===== src/rtl/ps2_pkg.sv =====
// Shared types and constants for the PS/2 host command controller.
package ps2_pkg;

    typedef enum logic [2:0] {
        ST_IDLE,
        ST_INHIBIT,
        ST_RTS,
        ST_SEND,
        ST_ACKBIT,
        ST_WAIT_RESP,
        ST_BAT_WAIT
    } state_t;

    localparam logic [7:0] CMD_RESET     = 8'hFF;
    localparam logic [7:0] CMD_SET_LED   = 8'hED;
    localparam logic [7:0] CMD_TYPEMATIC = 8'hF3;

    localparam logic [7:0] RSP_ACK    = 8'hFA;
    localparam logic [7:0] RSP_RESEND = 8'hFE;
    localparam logic [7:0] RSP_BAT_OK = 8'hAA;

    localparam logic [1:0] ERR_NOACK   = 2'd0;
    localparam logic [1:0] ERR_TIMEOUT = 2'd1;
    localparam logic [1:0] ERR_RETRY   = 2'd2;
    localparam logic [1:0] ERR_BADRESP = 2'd3;

    // Transmit frame: stop bit, odd parity, data byte (shifted LSB first).
    function automatic logic [9:0] build_frame(input logic [7:0] b);
        return {1'b1, ~^b, b};
    endfunction

endpackage


===== src/rtl/ps2_line_sync.sv =====
// Two-flop synchroniser for the PS/2 pins plus a registered falling-edge detect on the clock.
// The synced data is delayed to line up with the fall strobe.
module ps2_line_sync (
    input  logic clk,
    input  logic rst_n,
    input  logic clk_in,
    input  logic data_in,
    output logic clk_fall,
    output logic data_s
);

    logic [1:0] clk_ff;
    logic [1:0] data_ff;
    logic       clk_prev;

    // Idle bus level is high, so flops reset to 1 to avoid a spurious fall.
    always_ff @(posedge clk or negedge rst_n) begin
        if (!rst_n) begin
            clk_ff   <= 2'b11;
            data_ff  <= 2'b11;
            clk_prev <= 1'b1;
            clk_fall <= 1'b0;
            data_s   <= 1'b1;
        end else begin
            clk_ff   <= {clk_ff[0], clk_in};
            data_ff  <= {data_ff[0], data_in};
            clk_prev <= clk_ff[1];
            clk_fall <= clk_prev & ~clk_ff[1];
            data_s   <= data_ff[1];
        end
    end

endmodule


===== src/rtl/ps2_host_cmd_ctrl.sv =====
// PS/2 host-to-device command sequencer: inhibit, request-to-send, shift frame,
// check line ACK, then wait for the keyboard reply with resend/watchdog handling.
// Optional build macro PS2_HOST_AUTOINIT_EN: self-issue a reset command after
// reset deassertion and wait for the BAT result before accepting commands.
module ps2_host_cmd_ctrl
    import ps2_pkg::*;
#(
    parameter int unsigned INHIBIT_CYC = 2500,
    parameter int unsigned RTS_CYC     = 50,
    parameter int unsigned TIMEOUT_CYC = 375000,
    parameter int unsigned MAX_RETRY   = 3
) (
    input  logic       clk_25MHz,
    input  logic       rst_n,
    input  logic       ps2_clk_in,
    input  logic       ps2_data_in,
    output logic       ps2_clk_oe,
    output logic       ps2_data_oe,
    input  logic       cmd_valid,
    input  logic [7:0] cmd_byte,
    output logic       cmd_ready,
    input  logic       rx_valid,
    input  logic [7:0] rx_byte,
    output logic       rx_block,
    output logic       busy,
    output logic       done,
    output logic       err,
    output logic [1:0] err_code
);

    localparam int unsigned CNT_MAX = (INHIBIT_CYC > RTS_CYC) ? INHIBIT_CYC : RTS_CYC;
    localparam int unsigned CNT_W   = $clog2(CNT_MAX + 1);
    localparam int unsigned WD_W    = $clog2(TIMEOUT_CYC + 1);
    localparam int unsigned RT_W    = $clog2(MAX_RETRY + 2);

`ifdef PS2_HOST_AUTOINIT_EN
    localparam logic INIT_RST = 1'b1;
`else
    localparam logic INIT_RST = 1'b0;
`endif

    state_t            state, state_nx;
    logic [CNT_W-1:0]  cnt, cnt_nx;
    logic [WD_W-1:0]   wdog, wdog_nx;
    logic [3:0]        bitn, bitn_nx;
    logic [9:0]        frame, frame_nx;
    logic [RT_W-1:0]   retries, retries_nx;
    logic              init_pend, init_pend_nx;
    logic              data_oe_nx, done_nx, err_nx, wd_active;
    logic [1:0]        err_code_nx;
    logic              clk_fall, data_s;

    ps2_line_sync u_sync (
        .clk      (clk_25MHz),
        .rst_n    (rst_n),
        .clk_in   (ps2_clk_in),
        .data_in  (ps2_data_in),
        .clk_fall (clk_fall),
        .data_s   (data_s)
    );

    // State, datapath and registered outputs; reset releases both lines immediately.
    always_ff @(posedge clk_25MHz or negedge rst_n) begin
        if (!rst_n) begin
            state       <= ST_IDLE;
            cnt         <= '0;
            wdog        <= '0;
            bitn        <= '0;
            frame       <= '0;
            retries     <= '0;
            init_pend   <= INIT_RST;
            ps2_clk_oe  <= 1'b0;
            ps2_data_oe <= 1'b0;
            cmd_ready   <= ~INIT_RST;
            rx_block    <= 1'b0;
            busy        <= 1'b0;
            done        <= 1'b0;
            err         <= 1'b0;
            err_code    <= ERR_NOACK;
        end else begin
            state       <= state_nx;
            cnt         <= cnt_nx;
            wdog        <= wdog_nx;
            bitn        <= bitn_nx;
            frame       <= frame_nx;
            retries     <= retries_nx;
            init_pend   <= init_pend_nx;
            ps2_clk_oe  <= (state_nx == ST_INHIBIT) || (state_nx == ST_RTS);
            ps2_data_oe <= data_oe_nx;
            cmd_ready   <= (state_nx == ST_IDLE) && !init_pend_nx;
            rx_block    <= (state_nx == ST_INHIBIT) || (state_nx == ST_RTS) ||
                           (state_nx == ST_SEND)    || (state_nx == ST_ACKBIT);
            busy        <= (state_nx != ST_IDLE);
            done        <= done_nx;
            err         <= err_nx;
            err_code    <= err_code_nx;
        end
    end

    // Next-state, frame shifting, counters and result generation.
    always_comb begin
        state_nx     = state;
        cnt_nx       = cnt;
        wdog_nx      = wdog;
        bitn_nx      = bitn;
        frame_nx     = frame;
        retries_nx   = retries;
        init_pend_nx = init_pend;
        data_oe_nx   = ps2_data_oe;
        done_nx      = 1'b0;
        err_nx       = 1'b0;
        err_code_nx  = err_code;
        wd_active    = (state == ST_SEND) || (state == ST_ACKBIT) ||
                       (state == ST_WAIT_RESP) || (state == ST_BAT_WAIT);

        if (wd_active) begin
            wdog_nx = wdog + WD_W'(1);
        end

        unique case (state)
            ST_IDLE: begin
                data_oe_nx = 1'b0;
                if (init_pend) begin
                    frame_nx = build_frame(CMD_RESET);
                    cnt_nx   = '0;
                    state_nx = ST_INHIBIT;
                end else if (cmd_valid) begin
                    frame_nx = build_frame(cmd_byte);
                    cnt_nx   = '0;
                    state_nx = ST_INHIBIT;
                end
            end
            ST_INHIBIT: begin
                if (cnt == CNT_W'(INHIBIT_CYC - 1)) begin
                    cnt_nx     = '0;
                    data_oe_nx = 1'b1;
                    state_nx   = ST_RTS;
                end else begin
                    cnt_nx = cnt + CNT_W'(1);
                end
            end
            ST_RTS: begin
                data_oe_nx = 1'b1;
                if (cnt == CNT_W'(RTS_CYC - 1)) begin
                    bitn_nx  = '0;
                    wdog_nx  = '0;
                    state_nx = ST_SEND;
                end else begin
                    cnt_nx = cnt + CNT_W'(1);
                end
            end
            ST_SEND: begin
                if (clk_fall) begin
                    if (bitn == 4'd9) begin
                        data_oe_nx = 1'b0;
                        state_nx   = ST_ACKBIT;
                    end else begin
                        data_oe_nx = ~frame[bitn];
                        bitn_nx    = bitn + 4'd1;
                    end
                end
            end
            ST_ACKBIT: begin
                if (clk_fall) begin
                    if (!data_s) begin
                        state_nx = ST_WAIT_RESP;
                    end else begin
                        err_nx      = 1'b1;
                        err_code_nx = ERR_NOACK;
                    end
                end
            end
            ST_WAIT_RESP: begin
                if (rx_valid) begin
                    if (rx_byte == RSP_ACK) begin
                        if (init_pend) begin
                            wdog_nx  = '0;
                            state_nx = ST_BAT_WAIT;
                        end else begin
                            done_nx = 1'b1;
                        end
                    end else if (rx_byte == RSP_RESEND) begin
                        if (retries < RT_W'(MAX_RETRY)) begin
                            retries_nx = retries + RT_W'(1);
                            cnt_nx     = '0;
                            state_nx   = ST_INHIBIT;
                        end else begin
                            err_nx      = 1'b1;
                            err_code_nx = ERR_RETRY;
                        end
                    end else begin
                        err_nx      = 1'b1;
                        err_code_nx = ERR_BADRESP;
                    end
                end
            end
            ST_BAT_WAIT: begin
                if (rx_valid) begin
                    if (rx_byte == RSP_BAT_OK) begin
                        done_nx = 1'b1;
                    end else begin
                        err_nx      = 1'b1;
                        err_code_nx = ERR_BADRESP;
                    end
                end
            end
            default: begin
                state_nx = ST_IDLE;
            end
        endcase

        // Watchdog expiry overrides whatever the state logic decided this cycle.
        if (wd_active && (wdog == WD_W'(TIMEOUT_CYC - 1))) begin
            done_nx     = 1'b0;
            err_nx      = 1'b1;
            err_code_nx = ERR_TIMEOUT;
        end

        // Any completion releases the bus and returns to idle in the same cycle.
        if (done_nx || err_nx) begin
            state_nx     = ST_IDLE;
            data_oe_nx   = 1'b0;
            retries_nx   = '0;
            init_pend_nx = 1'b0;
        end
    end

endmodule


===== config.mk =====
export PLATFORM = sky130hd
export DESIGN_NAME = ps2_host_cmd_ctrl
export DESIGN_NICKNAME = d
export VERILOG_FILES = /design/src/rtl/ps2_pkg.sv /design/src/rtl/ps2_line_sync.sv /design/src/rtl/ps2_host_cmd_ctrl.sv
export SDC_FILE = /design/constraint.sdc
export NUM_CORES = 1
export LEC_CHECK = 0
export BUFFER_PORTS_ARGS = -buffer_cell sky130_fd_sc_hd__clkbuf_2
export CORE_ASPECT_RATIO = 0.75
export CORE_UTILIZATION = 65
export CTS_BUF_LIST = sky130_fd_sc_hd__clkbuf_8
export DETAILED_ROUTE_END_ITERATION = 8
export PLACE_DENSITY = 0.83
export SLEW_MARGIN = 20
export SYNTH_ARGS = -nofsm -noshare
export SYNTH_HDL_FRONTEND = slang
export SYNTH_SLANG_ARGS = --single-unit

===== constraint.sdc =====
create_clock -name clk_25MHz -period 3.1 [get_ports clk_25MHz]
set_input_delay 0.31 -clock clk_25MHz [delete_from_list [all_inputs] [get_ports clk_25MHz]]
set_output_delay 0.31 -clock clk_25MHz [all_outputs]
set_load 0.005 [all_outputs]

### Word level (Yosys, flattened, before mapping)

Index checks and enable logic that the tools add are counted.

* multiplexer cells: 77
* reductions and logical operators: 29
* bitwise gates (word level): 3
* equality and inequality tests: 36
* $add $sub $neg: 4
* $lt $le $gt $ge: 2

Operators by type and width (number)
* 12-bit 2-to-1 mux: 8
* 19-bit 2-to-1 mux: 5
* 3-bit 2-to-1 mux: 20
* 12-bit one-hot mux with 4 select lines: 1
* 19-bit one-hot mux with 2 select lines: 1
* 8-bit equality test, second input constant: 3
* 1-bit 2-to-1 mux: 21
* 3-bit one-hot mux with 7 select lines: 1
* 10-bit 2-to-1 mux: 2
* 19-bit by 1-bit adder with 19-bit output, second input constant: 1
* 19-bit equality test, second input constant: 1
* 2-bit 2-to-1 mux: 9
* 12-bit by 1-bit adder with 12-bit output, second input constant: 1
* 12-bit equality test, second input constant: 1
* 12-bit by 6-bit equality test with 1-bit output, second input constant: 1
* 3-bit by 2-bit equality test with 1-bit output, second input constant: 4
* 3-bit equality test, second input constant: 4
* 4-bit 2-to-1 mux: 3
* 3-bit by 2-bit != test with 1-bit output, second input constant: 4
* 2-bit nonzero test: 6
* 2-bit != test, second input constant: 5
* 3-bit by 1-bit != test with 1-bit output, second input constant: 3
* 2-bit by 1-bit != test with 1-bit output, second input constant: 4
* 4-bit one-hot mux with 2 select lines: 1
* other kinds (29): 41

* logic and storage cells: 171
* input bits: 22
* bits in registers: 68
* output and inout bits: 9

### Logic depth before layout (Yosys ltp)

Gate-level depths: netlist of run 1.

* depth in word-level cells: 13
* gate-level depth with buffers: 8
* depth with buffers taken out: 7

### Modules after synthesis

Synthesis of run 1 repeated with hierarchy kept, for this count alone.

* cells, all modules: 381
* area, all modules: 3656.0 um2

Modules (own cells, without submodules)
* ps2_host_cmd_ctrl: area each 3459.6 um2, instances 1, cells each 373, seq. area each 1527.7 um2
* ps2_line_sync: area each 196.4 um2, instances 1, cells each 8, seq. area each 182.7 um2

### Worst setup path before layout of run 1

Ideal clock, no wire load.

* path kind: reg2reg
* start: reg bitn[1] (netlist name)
* end: reg cnt[4]
* arrival: 1711 ps
* required time: 2976 ps
* path buffers: 1
* stages on the path, launching flop included: 9
* clock period less this slack: 1835 ps
* library setup time: 124 ps
* path slack: 1265 ps
* cells stage by stage: dfrtp_1 > inv_1 > ha_1 > and4b_1 > a2bb2oi_1 > o21a_2 > nand2_2 > buf_6 > a211o_1

RTL lines
* to (signal assigned): line ps2_host_cmd_ctrl.sv:82 `cnt <= cnt_nx;`
* to (decl): line ps2_host_cmd_ctrl.sv:43 `logic [CNT_W-1:0] cnt, cnt_nx;`

### Worst setup path after layout of run 1

* start: reg state[2]
* end: reg wdog[3]

* word-level cells in the longest chain between the ends: 9
* elaborated cells between the ends (all ways): 14
* those cells by class: eq/ne: 5; mux: 6; reduce/logical: 3

Ends and longest elaborated chain
* from (decl): line ps2_host_cmd_ctrl.sv:42 `state_t state, state_nx;`
* from (signal assigned): line ps2_host_cmd_ctrl.sv:81 `state <= state_nx;`
* 3-bit by 2-bit equality test with 1-bit output / 3-bit equality test (equally long branches): line ps2_host_cmd_ctrl.sv:113 `wd_active = (state == ST_SEND) || (state == ST_ACKBIT) ||`
* 1-bit logical OR (2 in series): line ps2_host_cmd_ctrl.sv:113
* 1-bit logical OR: line ps2_host_cmd_ctrl.sv:114 `(state == ST_WAIT_RESP) || (state == ST_BAT_WAIT);`
* 19-bit 2-to-1 mux: line ps2_host_cmd_ctrl.sv:116 `if (wd_active) begin`
* 19-bit 2-to-1 mux: line ps2_host_cmd_ctrl.sv:176 `if (init_pend) begin`
* 19-bit 2-to-1 mux: line ps2_host_cmd_ctrl.sv:175 `if (rx_byte == RSP_ACK) begin`
* 19-bit 2-to-1 mux: line ps2_host_cmd_ctrl.sv:174 `if (rx_valid) begin`
* 19-bit one-hot mux with 2 select lines (*): line ps2_host_cmd_ctrl.sv:120 `unique case (state)`
* named net wdog_nx[3]: line ps2_host_cmd_ctrl.sv:44 `logic [WD_W-1:0] wdog, wdog_nx;`
* to (signal assigned): line ps2_host_cmd_ctrl.sv:83 `wdog <= wdog_nx;`
* to (decl): line ps2_host_cmd_ctrl.sv:44

Mark *: on every way through the listed nets, which the timed path passes. The rest lies on a longest branch.
A chain may end at the register's enable or synchronous reset.

==> flow_summary.json, run 1 <==
{
  "placed_cells": 476,
  "period_needed_ps": 2290,
  "drtAntennaViolNets": 0,
  "final-max-slew-violation-count": 0,
  "r2r_end": "wdog[3]$_DFF_PN0_",
  "ys_ff_latch": 68,
  "wl_per_cell_um": 16.1,
  "synth-compound-area-share_pct": 14.1,
  "area_delta_synth_final_pct": 9.75,
  "gp_congestion": 0.862,
  "ioPinCount": 31,
  "synthTopCellsByArea": "dfrtp_1 (39%), nor2_1 (4.8%), dfstp_2 (4.7%)",
  "stdcell_count": 492,
  "vdd_ir_drop_max_v": 0.000342,
  "holdPathStages": 1,
  "criticalPathCategory": "register to register",
  "syn-instance-count": 381,
  "antenna_found_initial": 0,
  "start_util_pct": 69.8,
  "placed_cell_area_um2": 4040,
  "ys_types": 76,
  "crit_family": "simple AND/OR/NAND/NOR gates",
  "grt_first_pass_wirelength_um": 13200,
  "grt_remaining_overflow": 0,
  "cts_setup_buffers": 0,
  "clk_path_buf_depth": 2,
  "grt_max_degree": 38,
  "drt-initial-drc-count": 198,
  "clock.fmax_mhz": 437,
  "critical_path_arrival_ps": 2480,
  "clock_sinks": 68,
  "synth-main-ff-cell": "dfrtp_1",
  "via_count": 2981,
  "crit_chain": "nand2_1, nor4_1, nand3_1, nand2_1, nor2_1",
  "slowest_stage": "dfrtp_1",
  "crit_fanout": 19,
  "crit_required_ps": 3290,
  "grt_use_total_pct": 27.7,
  "skew_ps": 9.97,
  "leakagePower_nw": 1.90,
  "power.density_nw_per_um2": 539,
  "synth_common_cells": "dfrtp_1 (61), nor2_1 (50), nand2_1 (30), a21oi_1 (18), xnor2_1 (18)",
  "totalWireLength_um": 7900,
  "synth_xor_area_share_pct": 6.78,
  "layout-drive-gt1-share_pct": 23.5,
  "syn-num-nets": 409,
  "syn_area_um2": 3880,
  "synth_top_family_by_area": "simple AND/OR/NAND/NOR gates",
  "cp-startpoint": "state[2]$_DFF_PN0_",
  "hpwlAfterDp_um": 5570,
  "setup_tns_ps": 0,
  "r2r_cells": 5,
  "yosysWarnings": 0,
  "rsz0062_at_grt": "no",
  "maxCapViolCount": 0,
  "finalSetupViolCount": 0,
  "cts_root_buffer": "clkbuf_8",
  "synthArstFlopShare_pct": 100,
  "clk_pin_slew_ps": 70,
  "synth-edff-count": 0,
  "synth_simple_gate_area_share_pct": 26.8,
  "slew_headroom_pct": 44.2,
  "clock_latency_ps": 350,
  "startpoint_type": "register",
  "dr.pass1.iters": 4,
  "timing.rr.start": "state[2]$_DFF_PN0_",
  "cts_tree": "done",
  "cpMostUsedCell": "nand2_1",
  "synth.avg_cell_area_um2": 10.2,
  "hold_class": "input pin to register",
  "final_nets": 440,
  "finalCritPeriodShare_pct": 73.8,
  "hold_violations": 0,
  "core_um2": 5550,
  "dieArea_um2": 6280,
  "cts_resized": 0,
  "finalInstanceArea_um2": 4250,
  "outcome": "completed",
  "path_buf_inv": 0,
  "avgViaCountPerCell": 6.06,
  "die_h_um": 68.9,
  "die_width_um": 91.2,
  "synth_top_area_share_pct": 39.4,
  "cp.depth": 5,
  "synthAdderAreaFrac_pct": 1.94,
  "tightestPinTransition_ps": 837,
  "synth_mux_area_share_pct": 2.42,
  "cts_made_buffers": 9,
  "num_rows": 23,
  "postCtsHoldBufs": 0,
  "yosysMostFrequentCell": "dfrtp_1",
  "r2r_setup_slack_ps": 810,
  "max_stage_delay_ps": 630,
  "cts_htree_levels": 3,
  "yosysSeqAreaShare_pct": 44.1,
  "endpoint_kind": "register",
  "diodes": 0,
  "grt_pass1_vias": 2762,
  "synth_top_area_cell": "dfrtp_1",
  "drc": 0,
  "port_buffers": 30,
  "endpoint": "wdog[3]$_DFF_PN0_",
  "hold_ws_ps": 42.6
}
[registers in the layout (all words and copies together) (netlist names), 2 cells and up]
| register | count |
|---|---|
| state | 3 |
| bitn | 4 |
| cnt | 12 |
| u_sync.clk_ff | 2 |
| u_sync.data_ff | 2 |
| frame | 10 |
| retries | 3 |
| err_code | 2 |
| wdog | 19 |
[layout by cell type (no fill, tap or decap), types with 5 or more instances in the layout]
cell,synthesis,routed
nor2_2,9,9
nand4_1,9,9
nand2_1,30,30
or2_2,5,5
ha_1,6,6
o21ai_0,7,7
xor2_1,12,12
inv_1,11,13
xnor2_1,18,18
clkbuf_2,0,29
a21oi_1,18,18
clkbuf_8,0,10
mux2i_1,6,6
nor3_1,8,8
dfstp_2,7,7
a21o_1,7,7
dfrtp_1,61,61
nand3_1,17,17
nor2_1,50,50
[per-stage QoR]
stage	worst slack, ps	power, mW	util [%]
floorplan	1260	1.38	-
global placement	948	1.47	72.7
detailed placement	873	1.50	72.7
CTS	883	2.30	76.6
global route	665	2.40	76.6
finish	813	2.29	76.6
[layout make-up]
type	count	area (um^2)
multi-input cells	288	2010
flip-flops and latches	68	1710
fillers	383	1300
repair buffers	33	173
clock buffers	10	138
well taps	75	93.8
clock inverters	6	80.1
inverters	12	45.0
[where the power goes]
group / internal [mW] / switching, mW / total, mW
clock: 0.468 / 0.342 / 0.810
sequential: 0.991 / 0.128 / 1.12
combinational: 0.183 / 0.182 / 0.365
[worst min-delay path by stage]
| stage | start | endpoint | slack (ps) |
|---|---|---|---|
| floorplan | rst_n | bitn[0]$_DFFE_PN0P_ | 10 |
| global placement | u_sync.clk_ff[0]$_DFF_PN1_ | u_sync.clk_ff[1]$_DFF_PN1_ | 350 |
| detailed placement | u_sync.clk_ff[0]$_DFF_PN1_ | u_sync.clk_ff[1]$_DFF_PN1_ | 350 |
| CTS | ps2_data_in | u_sync.data_ff[0]$_DFF_PN1_ | 40 |
| global route | ps2_data_in | u_sync.data_ff[0]$_DFF_PN1_ | 30 |
| finish | ps2_data_in | u_sync.data_ff[0]$_DFF_PN1_ | 40 |
[layer usage]
metal	global-route usage [%]	share of wire, %
met3	6.14	4.8
met1	36.3	46
met4	7.74	1.3
met2	47.4	48
met5	0	0
[cells by family (layout without fill, tap and decap cells)]
logic type,Yosys count,after routing
xor+xnor,30,30
fa+ha+maj,6,6
mux,9,9
flops,68,68
simple gates,175,175
compound gates,68,68
buf+inv,25,61
Power figures use the tool's default switching activity.
==> run 2, diff against run 1 <==
Settings changed: CORE_UTILIZATION 65 to 62, PLACE_DENSITY 0.83 to 0.8.
Clock period 3.1 ns to 2.39 ns, I/O delays scaled along.
==> run 2 against run 1 <==
Net effect:
- maximum frequency is 6.8% higher
- non-clock buffer count increased by 10
- worst hold slack improved by 120 ps
- clock skew is essentially flat
- combinational power rose by 33%
==> flow_summary.json, run 2 (synthesis results as in run 1) <==
{
  "outcome": "completed",
  "reg_top3": "wdog (19), cnt (12), frame (10)",
  "top_register": "wdog",
  "die_width_um": 93.3,
  "slew_headroom_pct": 53.2,
  "routedLengthMet1_um": 3620,
  "layout-drive-gt1-share_pct": 25.1,
  "port_buffers": 30,
  "cts_made_buffers": 9,
  "grt_max_degree": 40,
  "crit_fanout": 13,
  "cts_resized": 0,
  "skew_ps": 10.3,
  "num_rows": 24,
  "area_delta_synth_final_pct": 11.9,
  "crit_required_ps": 2620,
  "clock_sinks": 68,
  "dr.max_layer_used": "met4",
  "core_um2": 5920,
  "cts_root_buffer": "clkbuf_8",
  "grt_use_total_pct": 27.3,
  "grt_pass1_vias": 2970,
  "via_count": 3015,
  "final-max-slew-violation-count": 0,
  "dieArea_um2": 6580,
  "drt-initial-drc-count": 176,
  "clk_path_buf_depth": 2,
  "postLayoutCoreUtil_pct": 73.3,
  "maxCapViolCount": 0,
  "tightestPinTransition_ps": 703,
  "cts_htree_levels": 3,
  "startpoint_type": "register",
  "drc": 0,
  "final_cell_mix": "dfrtp_1 (61), nor2_1 (50), nand2_1 (30)",
  "dr_wl_met3_um": 431,
  "grt_remaining_overflow": 0,
  "ioPinCount": 31,
  "avgViaCountPerCell": 5.97,
  "start_util_pct": 65.5,
  "vdd_ir_drop_max_v": 0.000453,
  "power.density_nw_per_um2": 665,
  "endpoint_kind": "register",
  "criticalPathCategory": "register to register",
  "grt_first_pass_wirelength_um": 13800,
  "period_needed_ps": 2140,
  "finalSetupViolCount": 0,
  "hpwlAfterDp_um": 5670,
  "final_nets": 450,
  "pre_cts_ws_ps": 264,
  "hold_violations": 0,
  "cts_tree": "done",
  "drtAntennaViolNets": 0,
  "clock_latency_ps": 350,
  "die_h_um": 70.5,
  "clock.fmax_mhz": 467,
  "setup_tns_ps": 0,
  "hold_ws_ps": 158,
  "setup_ws_ps": 248,
  "clk_pin_slew_ps": 80,
  "wl_met2_um": 3700,
  "leakagePower_nw": 1.94,
  "finalCritPeriodShare_pct": 89.6,
  "antenna_found_initial": 0,
  "rsz0062_at_grt": "no",
  "critical_path_arrival_ps": 2380,
  "diodes": 0,
  "fill_cells": 438,
  "wl_per_cell_um": 15.6,
  "largest_register_ffs": 19,
  "totalWireLength_um": 7860,
  "hold_class": "input pin to register",
  "dr.pass1.iters": 4,
  "final_common_cell": "dfrtp_1",
  "design_power_total_mw": 2.88,
  "gp_congestion": 0.852
}
[run 2: power breakdown]
part	internal [mW]	leakage, nW	switching, mW	total (mW)
Clock	0.507	0.0983	0.437	0.944
Sequential	1.29	0.859	0.167	1.45
Combinational	0.244	0.982	0.243	0.487
Total	2.04	1.94	0.846	2.88
[run 2: per-layer routing]
metal / vias to the layer above / global-route usage (%)
met4: 0 / 9.57
met5: - / 0
met1: 1451 / 35.9
met2: 111 / 44.0
met3: 13 / 6.54
li1: 1440 / -
[run 2: timing repair]
action | in CTS | in global routing
hold endpoints to repair | 30 | 0
setup buffers | 0 | 0
hold buffers | 3 | 0
endpoints found under the setup margin | 0 | 0
[run 2: worst max-delay path: stages, from the launching register on]
cell	delay (ps)
dfrtp_1	500
nor4_4	470
and4_1	340
o21ai_2	100
nand2_2	250
mux2_2	370
[run 2: worst paths after layout]
path	end	slack, ps	from	depth (start not counted)
min	frame[4]$_DFFE_PN0P_	160	cmd_byte[4]	3
max	cnt[1]$_DFFE_PN0P_	250	cnt[2]$_DFFE_PN0P_	5
max reg2reg	cnt[1]$_DFFE_PN0P_	250	cnt[2]$_DFFE_PN0P_	5
min reg2reg	u_sync.data_ff[1]$_DFF_PN1_	360	u_sync.data_ff[0]$_DFF_PN1_	0
max in group asynchronous	u_sync.clk_prev$_DFF_PN1_	1200	rst_n	3
min in group asynchronous	frame[5]$_DFFE_PN0P_	470	rst_n	2
[run 2: layout make-up]
class	count	area, um^2	area share (%)
tap	78	97.6	2.25
sequential	68	1710	39.4
clock buffer	10	138	3.17
inverter	12	45.0	1.04
multi-input combinational	288	2010	46.5
clock inverter	6	63.8	1.47
timing repair buffer	43	268	6.17
[run 2: metrics by stage]
| step | cell area, um^2 | instances |
|---|---|---|
| 6_report | 4340 | 505 |
| 5_1_grt | 4340 | 505 |
| 4_1_cts | 4340 | 505 |
| 3_5_place_dp | 4110 | 486 |
| 3_3_place_gp | 4110 | 486 |
| 2_1_floorplan | 3880 | 381 |
